[config.mk]
export PLATFORM = sky130hd
export DESIGN_NAME = memory_access_unit
export DESIGN_NICKNAME = d
export VERILOG_FILES = /design/src/rtl/memory_access_unit.sv
export SDC_FILE = /design/constraint.sdc
export NUM_CORES = 1
export LEC_CHECK = 0
export CORE_AREA = 2 2 73 144
export DETAILED_ROUTE_END_ITERATION = 10
export DIE_AREA = 0 0 75 146
export PLACE_DENSITY = 0.78
export SYNTH_ARGS = -nofsm -noshare
export SYNTH_HDL_FRONTEND = slang
export SYNTH_SLANG_ARGS = --single-unit
[constraint.sdc]
create_clock -name clk -period 1.9 [get_ports clk]
set_input_delay 0.57 -clock clk [delete_from_list [all_inputs] [get_ports clk]]
set_output_delay 0.57 -clock clk [all_outputs]
set_load 0.1 [all_outputs]
[src/rtl/memory_access_unit.sv]
// memory_access_unit: request-side front end for DataMemory.
// It accepts one load or store at a time over a valid/ready handshake and
// drives the memory pins from registers. It captures the registered read data
// one cycle after issue and returns a completion over a second handshake.
// Requests to addresses at or above MEMORY_SIZE never write the memory; their
// completion reports resp_error.
// Optional feature macro: MAU_PERF_COUNTER_EN adds saturating load/store
// completion counters (load_count, store_count).
module memory_access_unit #(
  parameter int ADDRESS_WIDTH = 32,
  parameter int DATA_WIDTH    = 32,
  parameter int MEMORY_SIZE   = 1024
) (
  input  logic                     clk,
  input  logic                     reset,
  input  logic                     req_valid,
  output logic                     req_ready,
  input  logic                     req_write,
  input  logic [ADDRESS_WIDTH-1:0] req_address,
  input  logic [DATA_WIDTH-1:0]    req_data,
  output logic                     resp_valid,
  input  logic                     resp_ready,
  output logic [DATA_WIDTH-1:0]    resp_data,
  output logic                     resp_error,
  output logic [ADDRESS_WIDTH-1:0] mem_address,
  output logic                     mem_write,
  output logic [DATA_WIDTH-1:0]    mem_wdata,
  input  logic [DATA_WIDTH-1:0]    mem_rdata
`ifdef MAU_PERF_COUNTER_EN
  ,
  output logic [15:0]              load_count,
  output logic [15:0]              store_count
`endif
);

  // One extra bit so the range bound itself is representable for any width.
  localparam logic [ADDRESS_WIDTH:0] MEM_LIMIT = (ADDRESS_WIDTH+1)'(MEMORY_SIZE);

  typedef enum logic [1:0] {
    IDLE    = 2'd0,
    ISSUE   = 2'd1,
    CAPTURE = 2'd2,
    RESP    = 2'd3
  } state_t;

  state_t state_reg;
  state_t state_next;
  logic   wr_reg;   // captured request type, 1 = store
  logic   err_reg;  // captured out-of-range flag
  logic   accept;
  logic   resp_fire;

  assign req_ready  = (state_reg == IDLE) && !reset;
  assign accept     = req_valid && req_ready;
  assign resp_valid = (state_reg == RESP);
  assign resp_fire  = resp_valid && resp_ready;
  assign resp_error = err_reg;
  // The write strobe is combinational so a reset arriving during ISSUE
  // suppresses the write in that same cycle.
  assign mem_write  = (state_reg == ISSUE) && wr_reg && !err_reg && !reset;

  // State register plus request capture and load-data capture.
  always_ff @(posedge clk) begin
    if (reset) begin
      state_reg   <= IDLE;
      wr_reg      <= 1'b0;
      err_reg     <= 1'b0;
      mem_address <= '0;
      mem_wdata   <= '0;
      resp_data   <= '0;
    end else begin
      state_reg <= state_next;
      if (accept) begin
        wr_reg      <= req_write;
        err_reg     <= ({1'b0, req_address} >= MEM_LIMIT);
        mem_address <= req_address;
        mem_wdata   <= req_data;
        resp_data   <= '0;  // stores and errors complete with zero data
      end
      if (state_reg == CAPTURE) begin
        resp_data <= err_reg ? '0 : mem_rdata;
      end
    end
  end

  // Next-state logic: loads take the extra CAPTURE cycle, stores skip it.
  always_comb begin
    state_next = state_reg;
    case (state_reg)
      IDLE:    if (accept) state_next = ISSUE;
      ISSUE:   state_next = wr_reg ? RESP : CAPTURE;
      CAPTURE: state_next = RESP;
      RESP:    if (resp_fire) state_next = IDLE;
      default: state_next = IDLE;
    endcase
  end

`ifdef MAU_PERF_COUNTER_EN
  // Saturating per-type completion counters, erroring requests included.
  always_ff @(posedge clk) begin
    if (reset) begin
      load_count  <= 16'd0;
      store_count <= 16'd0;
    end else if (resp_fire) begin
      if (wr_reg) begin
        if (store_count != 16'hFFFF) store_count <= store_count + 16'd1;
      end else begin
        if (load_count != 16'hFFFF) load_count <= load_count + 16'd1;
      end
    end
  end
`endif

endmodule

Word-level counts from Yosys, hierarchy flattened
Index checks and enable logic that the tools add are counted.
{ "word_totals": {"n_memories": 0, "out_inout_bits": 100, "word_cells": 30, "reg_bits": 100, "romBits": 0, "latchBits": 0, "in_bits": 101, "mem_bits_rw": 0} }
{ "op_classes": {"multipliers": 0, "shift": 0, "magnitude_cmp": 1, "div_mod_pow": 0, "n_mux": 7, "n_eq_ne": 5, "n_bitwise": 0, "n_reduce_logical": 11, "addsub": 0} }
{ "ops": {"columns": ["operator", "count"], "rows": [
  ["$mux 32", 3],
  ["$ge 32x11->1 const B", 1],
  ["$pmux 2 s4", 1],
  ["$logic_and 1x1->1", 6],
  ["$eq 2x2->1 const B", 2],
  ["$mux 2", 2],
  ["$eq 2x1->1 const B", 1],
  ["$logic_not 1->1", 2],
  ["$logic_not 2->1", 1],
  ["$ne 2x1->1 const B", 1],
  ["$ne 2x2->1 const B", 1],
  ["$reduce_and 2->1", 1],
  ["$reduce_bool 2->1", 1],
  ["$mux 1", 1]
]} }

Logic depth before layout (Yosys ltp)
{ "depth": {"word_depth": 5, "mapped_depth": 9, "depth_no_buf": 6} }

Worst setup path before layout
OpenSTA, ideal clock, no wires.
{ "synth_timing": {"kind": "reg-to-output", "startpoint": "reg err_reg, in the netlist resp_error", "endpoint": "out mem_write", "n_path_buf": 0, "arrival_ns": 3.016, "path_stages_with_launch": 2, "path_slack_ns": -1.686, "required_time_ns": 1.330, "cell_sequence": "dfxtp_1 > nor3b_1"} }
{ "synth_between": {"elab_chain_len": 3} }
{ "synth_rtl": {"columns": ["item", "line", "rtl"], "rows": [
  ["start, declared", "49", "logic err_reg;"],
  ["start signal, assigned", "75", "err_reg <= ({1'b0, req_address} >= MEM_LIMIT);"],
  ["$logic_not 1->1", "60", "assign mem_write = (state_reg == ISSUE) && wr_reg && !err_reg && !reset;"],
  ["$logic_and 1x1->1 (2 in a row)", "60", null],
  ["end, declared", "26", "output logic mem_write,"]
]} }
Every way passes these cells.

Worst setup path in the final report
{ "layout_timing": {"startpoint": "reg state_reg[1]", "endpoint": "out mem_write"} }
{ "layout_between": {"elab_chain_len": 4} }
{ "layout_rtl": {"columns": ["item", "line", "rtl"], "rows": [
  ["start, declared", "46", "state_t state_reg;"],
  ["start signal, assigned", "72", "state_reg <= state_next;"],
  ["$eq 2x1->1", "60", null],
  ["$logic_and 1x1->1 (3 in a row)", "60", null]
]} }
Every way passes these cells.

==> out/metrics.csv <==
metric,value,unit
status,finished clean,
Worst-Skew Late Latency,0.34,ns
Reg2Reg Depth,6,
combinational share of power,55.5,%
Clock Path Buffers,2,
drt total wl,11880,um
I/O pins,201,
Crit. End Element,primary output,
Core Area,9763,sq um
I/O Buffers,200,
hold path startpoint,mem_address[29],
post-DR wirelength/cell,15.71,um
GRT overflow,0,
Critical R2R Launch,state_reg[1],
fillers,633,
mapped cell area,3752,sq um
leakage dissipation,2.746,nW
Die Wd,75,um
HPWL Detailed,8912,um
fin crit share,98.56,%
Seq cells post-synth,100,
WP data required,1.33,ns
initial core utilization,38.43,%
initial antenna violation count,0,
PwrDens,1485,nW/um^2
Post-Syn Nets,527,
Final min period,1.873,ns
TritonCTS clock tree,yes,
Hold WC Path Type,flip-flop to flip-flop,
Vias/cell,4.796,
switching share of total power,46.72,%
Ant. Diodes,0,
warnings from Yosys,0,
reg2reg setup slack,0.30,ns
biggest regs,"mem_address: 32 flops, mem_wdata: 32 flops, resp_data: 32 flops",
Sink Count,100,
CP max FO,3,
CTS Buf Count,9,
Post-Place Cells,737,
Critical Path AT,1.30,ns
syn avg cell area,8.913,sq um
Worst setup SP type,flip-flop,
Layout area overhead,95.03,%
hold path depth,2,
DRC viols,0,
CTS hold repair buffers,0,
part of the power in registers,27.3,%
"Worst Setup Slack, final",0.02739,ns
clock share of power,17.1,%
Hold Path End,mem_address[29],
Worst-path clk slew,0.07,ns
FP Rows,51,
DIE HEIGHT,146,um
routability-driven placement congestion ratio,0.8153,
kind of critical path,flip-flop to primary output,
worst vdd ir,0.9037,mV
endpoints failing setup,0,
routed vias,3626,
Global Route Usage Sum,21.86,%
initial drt markers,147,
worst slack at placement,-0.2755,ns
Mapped Cells,421,
Max Cap Viol,0,
final antenna-violating net count,0,
Pins Over Slew Limit,0,
setup_tns,0,ns
post-route insts no fill,756,
post-synth cell types,25,
internal power,5.789,mW
nets,725,
fmax,534.0,MHz
CTS HTree Levels,3,
register area share after synthesis,53.35,%
first-pass GRT wire length,18530,um
Pre-antenna DRT Iters,4,
share of cells above drive strength 1,28.69,%
vias in the first global route,3808,
worst clock skew,0.009187,ns
CTS root buf,clkbuf_16,
full die area,10950,sq um
"Hold Vio Cnt, Final",0,
RSZ-0062 raised after global routing,true,
Worst-Margin Slew,0.5426,ns
Switching Power,5.077,mW
Rel. slew slack,63.82,%
largest net degree at the start of global routing,74,
Worst R2R End,state_reg[0],
per-layer routing:
| metal | part of all wire, % | up-vias | GRT usage (%) |
|---|---|---|---|
| met1 | 35 | 1662 | 22.43 |
| li1 | - | 1797 | - |
| met5 | 0 | - | 0 |
| met2 | 56 | 135 | 39.52 |
| met3 | 5.6 | 32 | 5.263 |
| met4 | 3.5 | 0 | 10.00 |
logic make-up after synthesis:
family / count (synthesis) / synth area share, %
and+or+nand+nor: 177 / 20.01
adders and majority gates: 5 / 1.667
muxes: 1 / 0.2668
DFF: 100 / 53.35
buffers and inverters: 35 / 4.668
AOI/OAI and AO/OA: 103 / 20.04
layout make-up:
type / count / area (sq um) / share of cell area, %
inverters: 3 / 16.27 / 0.2223
clock buffers: 11 / 242.7 / 3.317
repair buffers: 219 / 3191 / 43.60
flip-flops and latches: 100 / 2011 / 27.47
clock inverters: 5 / 60.06 / 0.8207
multi-input cells: 286 / 1633 / 22.31
well taps: 132 / 165.2 / 2.257
what timing repair did:
item | CTS | global route
gates cloned | 0 | 0
pin swaps | 2 | 0
setup endpoints to repair | 2 | 2
gates resized for setup | 14 | 2
buffers inserted | 3 | 1
hold endpoints to repair | 0 | 0
worst max-delay path by stage:
stage / startpoint / to / slack, ns / cells past startpoint
after global routing: state_reg[1] / mem_write / -0.03 / 4
after detailed placement: reset / mem_write / -0.28 / 5
after global placement: reset / mem_write / -0.27 / 5
after CTS: state_reg[1] / mem_write / 0.007 / 4
after floorplan: reset / mem_write / -0.23 / 3
final: state_reg[1] / mem_write / 0.03 / 4
worst max-delay path, cell delays in order (launching register included):
cell,delay [ns]
dfxtp_4,0.35
inv_4,0.08
ha_4,0.13
nor3b_4,0.21
buf_12,0.20
power by group through the flow:
| stage | combinational, mW | clock (mW) | sequential [mW] |
|---|---|---|---|
| 3_5_place_dp | 5.94 | 0 | 2.99 |
| 5_1_grt | 6.26 | 1.97 | 3.02 |
| 6_report | 6.03 | 1.86 | 2.97 |
| 2_1_floorplan | 1.16 | 0 | 5.45 |
| 3_3_place_gp | 5.87 | 0 | 2.97 |
| 4_1_cts | 6.04 | 1.89 | 2.96 |
synthesized netlist by cell type, drive strengths merged:
cell type | n | area, sq um
nand4 | 1 | 6.260
nor2b | 3 | 18.77
inv | 3 | 11.26
a221oi | 1 | 8.760
nor4 | 5 | 31.28
a21oi | 3 | 15.01
nor3b | 1 | 7.510
nand2 | 117 | 439.2
and3b | 1 | 8.760
nor2 | 34 | 143.9
ha | 5 | 62.56
nand2b | 14 | 87.58
a211oi | 1 | 7.510
clkbuf | 17 | 63.81
dfxtp | 100 | 2002
a22oi | 32 | 390.4
buf | 15 | 100.1
mux2i | 1 | 10.01
o21ai | 66 | 330.3
or4 | 1 | 7.510
metrics by stage:
step	utilization, %	hold slack [ns]	cell area [sq um]	power (mW)
after global placement	71.29	0.4808	6960	8.835
after detailed placement	71.29	0.4903	6960	8.938
after CTS	74.83	0.4999	7306	10.89
final	74.96	0.4973	7318	10.87
after global routing	74.96	0.5133	7318	11.24
after floorplan	-	0.5029	3775	6.610
cells in the final DEF (no fill, tap or decap), types with 2 or more instances in the layout:
master and instances:
nor2_1 33, inv_4 2, nand2_1 116, nor2b_4 2
dfxtp_1 97, ha_4 2, o21ai_0 65, nand2b_1 14
clkdlybuf4s50_1 99, clkbuf_16 9, buf_12 104, a21oi_1 3
a22oi_1 2, ha_1 3, nor4_1 5, dfxtp_4 2
buf_4 15, a22oi_2 30
Power figures use the tool's default switching activity.
